File: src/rtl/adder_link_pkg.sv
// adder_link_pkg
// Shared definitions for the adder link host: TX/RX state encodings,
// a constant-evaluable clog2 helper and the counter width for the
// default 16-bit word.
package adder_link_pkg;

  // Ceiling log2 for sizing bit counters (value >= 2 in practice).
  function automatic int clog2(input int value);
    int v_rem;
    int v_res;
    v_rem = value - 1;
    v_res = 0;
    while (v_rem > 0) begin
      v_res = v_res + 1;
      v_rem = v_rem >> 1;
    end
    return v_res;
  endfunction

  localparam int DATA_WIDTH_DEF = 16;
  localparam int CNT_W          = clog2(DATA_WIDTH_DEF);

  typedef enum logic {
    TX_IDLE = 1'b0,
    TX_SEND = 1'b1
  } tx_state_t;

  typedef enum logic {
    RX_COLLECT = 1'b0,
    RX_HOLD    = 1'b1
  } rx_state_t;

endpackage

File: src/rtl/adder_link_rx.sv
// adder_link_rx
// Receive half of the adder link host: gathers the serial sum stream
// (LSB first) into a parallel word and holds it until the consumer
// takes it.
// Ports:
//   i_clk, i_rst, i_en      clock, sync active-high reset, global enable
//   i_sum, i_sum_valid      serial sum bit and its valid
//   o_sum_ready             high while collecting bits
//   ov_result               assembled word (stable while o_result_valid)
//   o_result_valid          a complete word is held
//   i_result_ready          consumer takes the word
module adder_link_rx
  import adder_link_pkg::*;
#(
  parameter int DATA_WIDTH = 16
) (
  input  logic                  i_clk,
  input  logic                  i_rst,
  input  logic                  i_en,
  input  logic                  i_sum,
  input  logic                  i_sum_valid,
  output logic                  o_sum_ready,
  output logic [DATA_WIDTH-1:0] ov_result,
  output logic                  o_result_valid,
  input  logic                  i_result_ready
);

  localparam int                 L_CNT_W = clog2(DATA_WIDTH);
  localparam logic [L_CNT_W-1:0] L_LAST  = L_CNT_W'(DATA_WIDTH - 1);

  rx_state_t             r_state;
  rx_state_t             w_state_nxt;
  logic [DATA_WIDTH-1:0] r_shift;
  logic [L_CNT_W-1:0]    r_cnt;
  logic                  w_sum_fire;
  logic                  w_res_fire;

  // Qualify the two RX handshakes with enable and the current state.
  always_comb begin
    w_sum_fire = 1'b0;
    w_res_fire = 1'b0;
    if (i_en) begin
      w_sum_fire = i_sum_valid & (r_state == RX_COLLECT);
      w_res_fire = i_result_ready & (r_state == RX_HOLD);
    end else begin
      w_sum_fire = 1'b0;
      w_res_fire = 1'b0;
    end
  end

  // RX state register.
  always_ff @(posedge i_clk) begin
    if (i_rst) begin
      r_state <= RX_COLLECT;
    end else begin
      r_state <= w_state_nxt;
    end
  end

  // RX next-state decode.
  always_comb begin
    w_state_nxt = r_state;
    case (r_state)
      RX_COLLECT: begin
        if (w_sum_fire && (r_cnt == L_LAST)) begin
          w_state_nxt = RX_HOLD;
        end else begin
          w_state_nxt = RX_COLLECT;
        end
      end
      RX_HOLD: begin
        if (w_res_fire) begin
          w_state_nxt = RX_COLLECT;
        end else begin
          w_state_nxt = RX_HOLD;
        end
      end
      default: w_state_nxt = RX_COLLECT;
    endcase
  end

  // Shift register and bit counter. The counter is cleared when the word
  // is handed off so non-power-of-two widths restart cleanly.
  always_ff @(posedge i_clk) begin
    if (i_rst) begin
      r_shift <= {DATA_WIDTH{1'b0}};
      r_cnt   <= {L_CNT_W{1'b0}};
    end else if (w_sum_fire) begin
      r_shift <= {i_sum, r_shift[DATA_WIDTH-1:1]};
      r_cnt   <= r_cnt + L_CNT_W'(1);
    end else if (w_res_fire) begin
      r_cnt   <= {L_CNT_W{1'b0}};
    end
  end

  assign o_sum_ready    = (r_state == RX_COLLECT);
  assign o_result_valid = (r_state == RX_HOLD);
  assign ov_result      = r_shift;

endmodule

File: src/rtl/adder_link_host.sv
// adder_link_host
// Host-side peer of the bit-serial adder. Serializes parallel operand
// pairs onto two lock-stepped lanes (A, B), LSB first, and reassembles
// the returning serial sum into parallel words (via adder_link_rx).
// Ports:
//   i_clk, i_rst, i_en           clock, sync active-high reset, global enable
//   iv_a, iv_b, i_op_valid       operand pair and its valid
//   o_op_ready                   TX idle, pair can be accepted
//   o_din_a, o_din_b, o_valid    serial lanes to the adder and their valid
//   i_ready                      adder accepts a serial bit
//   i_sum, i_sum_valid           serial sum from the adder
//   o_sum_ready                  host accepts a sum bit
//   ov_result, o_result_valid    reassembled sum word and its valid
//   i_result_ready               consumer takes the word
// All outputs come from registers or from decoding registered state.
module adder_link_host
  import adder_link_pkg::*;
#(
  parameter int DATA_WIDTH = 16
) (
  input  logic                  i_clk,
  input  logic                  i_rst,
  input  logic                  i_en,
  input  logic [DATA_WIDTH-1:0] iv_a,
  input  logic [DATA_WIDTH-1:0] iv_b,
  input  logic                  i_op_valid,
  output logic                  o_op_ready,
  output logic                  o_din_a,
  output logic                  o_din_b,
  output logic                  o_valid,
  input  logic                  i_ready,
  input  logic                  i_sum,
  input  logic                  i_sum_valid,
  output logic                  o_sum_ready,
  output logic [DATA_WIDTH-1:0] ov_result,
  output logic                  o_result_valid,
  input  logic                  i_result_ready
);

  localparam int                 L_CNT_W = clog2(DATA_WIDTH);
  localparam logic [L_CNT_W-1:0] L_LAST  = L_CNT_W'(DATA_WIDTH - 1);

  tx_state_t             r_tx_state;
  tx_state_t             w_tx_state_nxt;
  logic [DATA_WIDTH-1:0] r_sh_a;
  logic [DATA_WIDTH-1:0] r_sh_b;
  logic [L_CNT_W-1:0]    r_tx_cnt;
  logic                  w_op_fire;
  logic                  w_bit_fire;

  // Qualify the operand and serial-bit handshakes with enable and state.
  always_comb begin
    w_op_fire  = 1'b0;
    w_bit_fire = 1'b0;
    if (i_en) begin
      w_op_fire  = i_op_valid & (r_tx_state == TX_IDLE);
      w_bit_fire = i_ready & (r_tx_state == TX_SEND);
    end else begin
      w_op_fire  = 1'b0;
      w_bit_fire = 1'b0;
    end
  end

  // TX state register.
  always_ff @(posedge i_clk) begin
    if (i_rst) begin
      r_tx_state <= TX_IDLE;
    end else begin
      r_tx_state <= w_tx_state_nxt;
    end
  end

  // TX next-state decode.
  always_comb begin
    w_tx_state_nxt = r_tx_state;
    case (r_tx_state)
      TX_IDLE: begin
        if (w_op_fire) begin
          w_tx_state_nxt = TX_SEND;
        end else begin
          w_tx_state_nxt = TX_IDLE;
        end
      end
      TX_SEND: begin
        if (w_bit_fire && (r_tx_cnt == L_LAST)) begin
          w_tx_state_nxt = TX_IDLE;
        end else begin
          w_tx_state_nxt = TX_SEND;
        end
      end
      default: w_tx_state_nxt = TX_IDLE;
    endcase
  end

  // Operand shift registers and bit counter. Zero fill means the lanes
  // return to 0 once a whole word has been shifted out.
  always_ff @(posedge i_clk) begin
    if (i_rst) begin
      r_sh_a   <= {DATA_WIDTH{1'b0}};
      r_sh_b   <= {DATA_WIDTH{1'b0}};
      r_tx_cnt <= {L_CNT_W{1'b0}};
    end else if (w_op_fire) begin
      r_sh_a   <= iv_a;
      r_sh_b   <= iv_b;
      r_tx_cnt <= {L_CNT_W{1'b0}};
    end else if (w_bit_fire) begin
      r_sh_a   <= {1'b0, r_sh_a[DATA_WIDTH-1:1]};
      r_sh_b   <= {1'b0, r_sh_b[DATA_WIDTH-1:1]};
      r_tx_cnt <= r_tx_cnt + L_CNT_W'(1);
    end
  end

  assign o_op_ready = (r_tx_state == TX_IDLE);
  assign o_valid    = (r_tx_state == TX_SEND);
  assign o_din_a    = r_sh_a[0];
  assign o_din_b    = r_sh_b[0];

  adder_link_rx #(
    .DATA_WIDTH (DATA_WIDTH)
  ) u_rx (
    .i_clk          (i_clk),
    .i_rst          (i_rst),
    .i_en           (i_en),
    .i_sum          (i_sum),
    .i_sum_valid    (i_sum_valid),
    .o_sum_ready    (o_sum_ready),
    .ov_result      (ov_result),
    .o_result_valid (o_result_valid),
    .i_result_ready (i_result_ready)
  );

endmodule

File: config.mk
export PLATFORM = sky130hd
export DESIGN_NAME = adder_link_host
export DESIGN_NICKNAME = d
export VERILOG_FILES = /design/src/rtl/adder_link_pkg.sv /design/src/rtl/adder_link_rx.sv /design/src/rtl/adder_link_host.sv
export SDC_FILE = /design/constraint.sdc
export NUM_CORES = 1
export LEC_CHECK = 0
export BUFFER_PORTS_ARGS = -buffer_cell sky130_fd_sc_hd__buf_2
export CAP_MARGIN = 10
export CORE_MARGIN = 2
export CORE_UTILIZATION = 40
export CTS_BUF_LIST = sky130_fd_sc_hd__clkbuf_16
export DETAILED_ROUTE_END_ITERATION = 7
export GPL_ROUTABILITY_DRIVEN = 0
export GPL_TIMING_DRIVEN = 0
export PLACE_DENSITY = 0.74
export SYNTH_ARGS = -nofsm -noshare
export SYNTH_HDL_FRONTEND = slang
export SYNTH_SLANG_ARGS = --single-unit
File: constraint.sdc
create_clock -name i_clk -period 2.4 [get_ports i_clk]
set_input_delay 0.48 -clock i_clk [delete_from_list [all_inputs] [get_ports i_clk]]
set_output_delay 0.48 -clock i_clk [all_outputs]
set_load 0.01 [all_outputs]
Yosys cells after proc, flatten, opt, wreduce, memory -nomap -nowiden
Index checks and enable logic that the tools add are counted.
Widths: inputs -> output; s select.
Operators by class
  add/sub/neg operators: 2
  equal/unequal tests: 2
  muxes and demuxes: 16
  bitwise operators: 6
  reductions and logical operators: 5
Operators with widths (count)
  $mux 16: 4
  $add 4x1->4 const B: 2
  $eq 4x4->1 const B: 2
  $mux 1: 8
  $mux 4: 2
  $and 1x1->1: 4
  $pmux 1 s2: 2
  $reduce_bool 2->1: 2
  $logic_and 1x1->1: 2
  $not 1->1: 2
  $reduce_or 2->1: 1
Word-level totals
  register bits: 58
  bits of input ports: 40
  output and inout bits: 22

Longest topological paths before layout
  depth after elaboration: 6
  depth in mapped cells: 6

Modules after synthesis
Synthesis repeated with hierarchy kept, for this count alone.
Second synthesis, totals
  cell total of the unflattened synthesis: 264
  area, all modules: 2426.1 um2
By module, submodules not included
  adder_link_host: times used 1, cells an instance 167, area each 1617.8 um2, seq. area each 740.7 um2
  adder_link_rx: times used 1, cells an instance 97, area each 808.3 um2, seq. area each 420.4 um2

Worst setup path before layout
Ideal clock, no wire load.
  path type: input-to-reg
  from: input i_en
  to: register u_rx.r_state, in the netlist u_rx.o_result_valid
  data arrival time: 1.303 ns
  required time: 2.272 ns
  slack: 0.969 ns
  stages: 6
  path buffers: 3
  path through: buf_4 -> and3b_1 -> buf_2 -> buf_4 -> a41oi_1 -> nor2_1
On the way
  cells in the longest elaborated chain, start to end: 4
  elaborated cells on any way between the ends: 6
  classes of those cells: mux (5); reduce/logical (1)
RTL lines
  start: declaration: line adder_link_host.sv:23  | input logic i_en,
  $mux 1: line adder_link_rx.sv:42  | if (i_en) begin
  $logic_and 1x1->1: line adder_link_rx.sv:65  | if (w_sum_fire && (r_cnt == L_LAST)) begin
  $mux 1: line adder_link_rx.sv:65
  $pmux 1 s2 *: line adder_link_rx.sv:63  | case (r_state)
  end signal: assignment: line adder_link_rx.sv:56  | r_state <= w_state_nxt;
  end: declaration: line adder_link_rx.sv:31  | rx_state_t r_state;
Mark *: on every way between the ends. The rest lies on a longest branch, timed or not.
A chain may end at the register's enable or synchronous reset.

Worst setup path after layout
  from: register r_tx_state, in the netlist o_valid
  to: register r_sh_a[2]
On the way
  cells in the longest elaborated chain, start to end: 4
  elaborated cells on any way between the ends: 7
  classes of those cells: mux (3); bitwise (3); reduce/logical (1)
RTL lines
  start: declaration: line adder_link_host.sv:43  | tx_state_t r_tx_state;
  start signal: assignment: line adder_link_host.sv:69  | r_tx_state <= w_tx_state_nxt;
  $not 1->1
  $and 1x1->1: line adder_link_host.sv:56  | w_op_fire = i_op_valid & (r_tx_state == TX_IDLE);
  $mux 1: line adder_link_host.sv:55  | if (i_en) begin
  $mux 16 or $reduce_bool 2->1 (tied branches)
  end signal: assignment: line adder_link_host.sv:99  | r_sh_a <= {DATA_WIDTH{1'b0}};
  end signal: assignment: line adder_link_host.sv:103  | r_sh_a <= iv_a;
  end signal: assignment: line adder_link_host.sv:107  | r_sh_a <= {1'b0, r_sh_a[DATA_WIDTH-1:1]};
  end: declaration: line adder_link_host.sv:45  | logic [DATA_WIDTH-1:0] r_sh_a;
Parallel ways exist; a longest one is shown, timed or not.

==> results.sh <==
export IMPL_place_detailed_instances=401
export IMPL_path_clk_slew_ns=0.05
export IMPL_post_place_ws_ns=0.695
export IMPL_drt_vias_per_instance=5.11
export IMPL_synthesized_netlist_net_count=309
export IMPL_slew_headroom=0.660
export IMPL_design_portCount=62
export IMPL_period_needed_ns=1.57
export IMPL_synth_warnings=0
export IMPL_grt_first_pass_wirelength_mm=9.00
export IMPL_rr_endpoint="r_sh_a[2]"
export IMPL_timing_worst_setup_path_type="flip-flop to flip-flop"
export IMPL_die_width_um=82.2
export IMPL_nets=379
export IMPL_worstPathCellList="nand3b_1 > clkbuf_1 > nor2_1 > a211oi_1"
export IMPL_setup_violations=0
export IMPL_clock_fmax_mhz=635
export IMPL_synth_async_reset_ratio=0
export IMPL_timing_setup_tns_ns=0
export IMPL_final_cell_mix="buf_2 (65), dfxtp_1 (58), nand2_1 (37)"
export IMPL_crit_path_end_kind="flip-flop"
export IMPL_floorplan_initialDensity=0.413
export IMPL_reg2regPathDepth=4
export IMPL_layoutNonFillerInstCount=416
export IMPL_hold_path_endpoint="u_rx.ov_result[15]"
export IMPL_hpwlAfterDp_mm=3.88
export IMPL_syn_instance_count=267
export IMPL_initialDrtViolationCount=63
export IMPL_worst_ep_required_time_ns=2.62
export IMPL_pin_count_of_the_biggest_net_entering_global_routing=11
export IMPL_root_buffer_selected_by_cts="clkbuf_16"
export IMPL_status="complete, no violations"
export IMPL_setup_repair_after_global_routing_missed_its_margin="no"
export IMPL_grt_antenna_before_repair=0
export IMPL_worst_skew_pair_late_latency_ns=0.32
export IMPL_post_route_period_util=0.656
export IMPL_cts_hold_buffers=0
export IMPL_finalCoreUtilization=0.525
export IMPL_antenna_diode_count=0
export IMPL_cts_made_buffers=9
export IMPL_post_cts_resize_count=0
export IMPL_area_of_the_multi_input_gates_mm2=0.00112
export IMPL_worstHoldPathType="input pin to flip-flop"
export IMPL_drive_above_1_share=0.240
export IMPL_worst_hold_launch="i_sum"
export IMPL_synth_seq_cells=58
export IMPL_timing_clock_skew_ns=0.00529
export IMPL_vias_in_the_first_global_route=2056
export IMPL_totalWireLength_mm=5.53
export IMPL_slowest_delay_ns=0.43
export IMPL_setup_reg_to_reg_worst_slack_ns=0.83
export IMPL_post_synth_cell_area_avg_um2=9.16
export IMPL_crit_path_start="o_valid"
export IMPL_detail_route_drc_violations=0
export IMPL_drt_first_pass_iters=4
export IMPL_timing_rr_start="o_valid"
export IMPL_fin_hold_ws_ns=0.404
export IMPL_tritoncts="yes"
export IMPL_final_common_cell="buf_2"
export IMPL_io_buffers=59
export IMPL_seqCellArea_mm2=0.00116
export IMPL_hold_depth=3
export IMPL_ys_types=27
export IMPL_fp_row_count=28
export IMPL_timing_worst_slew_pin_value_ns=0.511
export IMPL_critPathArrivalTime_ns=1.79
export IMPL_report_final_hold_viol_count=0
export IMPL_clockBufferDepth=2
export IMPL_crit_slowest_cell="dfxtp_1"
export IMPL_max_cap_violations=0
export IMPL_grt_overflow_total=0
export IMPL_nFillCells=560
export IMPL_worstPathBufferInverterCount=1
export IMPL_postRouteAntennaNets=0
export IMPL_netlist_area_mm2=0.00245
export IMPL_grt_usage=0.176
export IMPL_slew_violations=0
export IMPL_cts_repair_timing_setup_buffer_count=0
export IMPL_area_delta_synth_final_pct=27.2
export IMPL_die_area_mm2=0.00676
export IMPL_synth_top_flop_cell="dfxtp_1"
export IMPL_wl_per_cell_um=13.3
export IMPL_clock_sinks=58
export IMPL_ir_worst_vdd_mv=0.433
export IMPL_die_height_um=82.2
export IMPL_core_area_mm2=0.00592
export IMPL_powerDensity_mw_per_mm2=771
export IMPL_h_tree_depth=3
export IMPL_cp_start_kind="flip-flop"
export IMPL_leakage_dissipation_nw=1.22
export IMPL_worst_path_max_fanout=10
export IMPL_sequential_element_share_of_the_synthesized_area=0.475
export IMPL_dr_total_vias=2127
export IMPL_worst_slack_ns=0.826
export IMPL_synth_enable_flop_cells=0
export IMPL_critPathTopFamily="flip-flops"
layer usage:
layer | vias up | wire [um] | global-route usage
met3 | 4 | 328 | 0.0630
met2 | 48 | 2660 | 0.287
li1 | 1077 | - | -
met1 | 998 | 2500 | 0.212
met5 | - | 0 | 0
met4 | 0 | 44 | 0.0617
synth_stat cells (3+ instances only):
library cell,instances,area [um2]
inv_1,3,11.3
buf_2,6,30.0
clkbuf_1,9,33.8
nor2_1,34,128
nand2_1,37,139
mux2i_1,30,300
nand3_1,8,40.0
dfxtp_1,58,1160
a211oi_1,29,218
a21oi_1,24,120
buf_12,3,60.1
o21ai_0,3,15.0
sequential cells by signal (all words and copies together) (netlist names):
register,count
u_rx.r_cnt,4
r_tx_cnt,4
o_valid,1
u_rx.o_result_valid,1
r_sh_b,16
u_rx.ov_result,16
r_sh_a,16
power by group:
| group | switching (W) | internal (W) |
|---|---|---|
| clock | 0.000396 | 0.000778 |
| sequential | 0.0000262 | 0.00101 |
| combinational | 0.000104 | 0.0000863 |
logic make-up after synthesis:
family / after synthesis / share of synthesized area
DFF: 58 / 0.475
xor gates and xnor gates: 2 / 0.00716
adders and majority gates: 2 / 0.0102
buffers and inverters: 24 / 0.0660
and+or+nand+nor: 88 / 0.151
muxes: 30 / 0.123
AOI/OAI and AO/OA: 63 / 0.168
per-stage QoR:
stage / power [W] / area, um2
floorplan: 0.00117 / 2450
global placement: 0.00124 / 2840
detailed placement: 0.00124 / 2840
CTS: 0.00242 / 3110
global route: 0.00249 / 3110
finish: 0.00240 / 3110
area by class of cell:
class	count	share of cell area
Tap cell	75	0.0302
Timing Repair Buffer	59	0.0949
Clock buffer	9	0.0724
Buffer	21	0.0483
Clock inverter	6	0.0161
Inverter	3	0.00362
Sequential cell	58	0.373
Multi-Input combinational cell	185	0.361
worst max path at each step:
stage	slack, ns	depth (start not counted)	endpoint
after floorplan	0.97	6	u_rx.o_result_valid
after global placement	0.74	5	r_sh_a[2]
after detailed placement	0.70	5	r_sh_a[2]
after CTS	0.82	4	r_sh_a[2]
after global routing	0.67	4	r_sh_a[2]
final	0.83	4	r_sh_a[2]
worst reg2reg max path: stages (launching register included):
cell,delay [ns]
dfxtp_1,0.43
nand3b_1,0.29
clkbuf_1,0.39
nor2_1,0.09
a211oi_1,0.27
No activity file was read; power rests on OpenSTA's default activity.
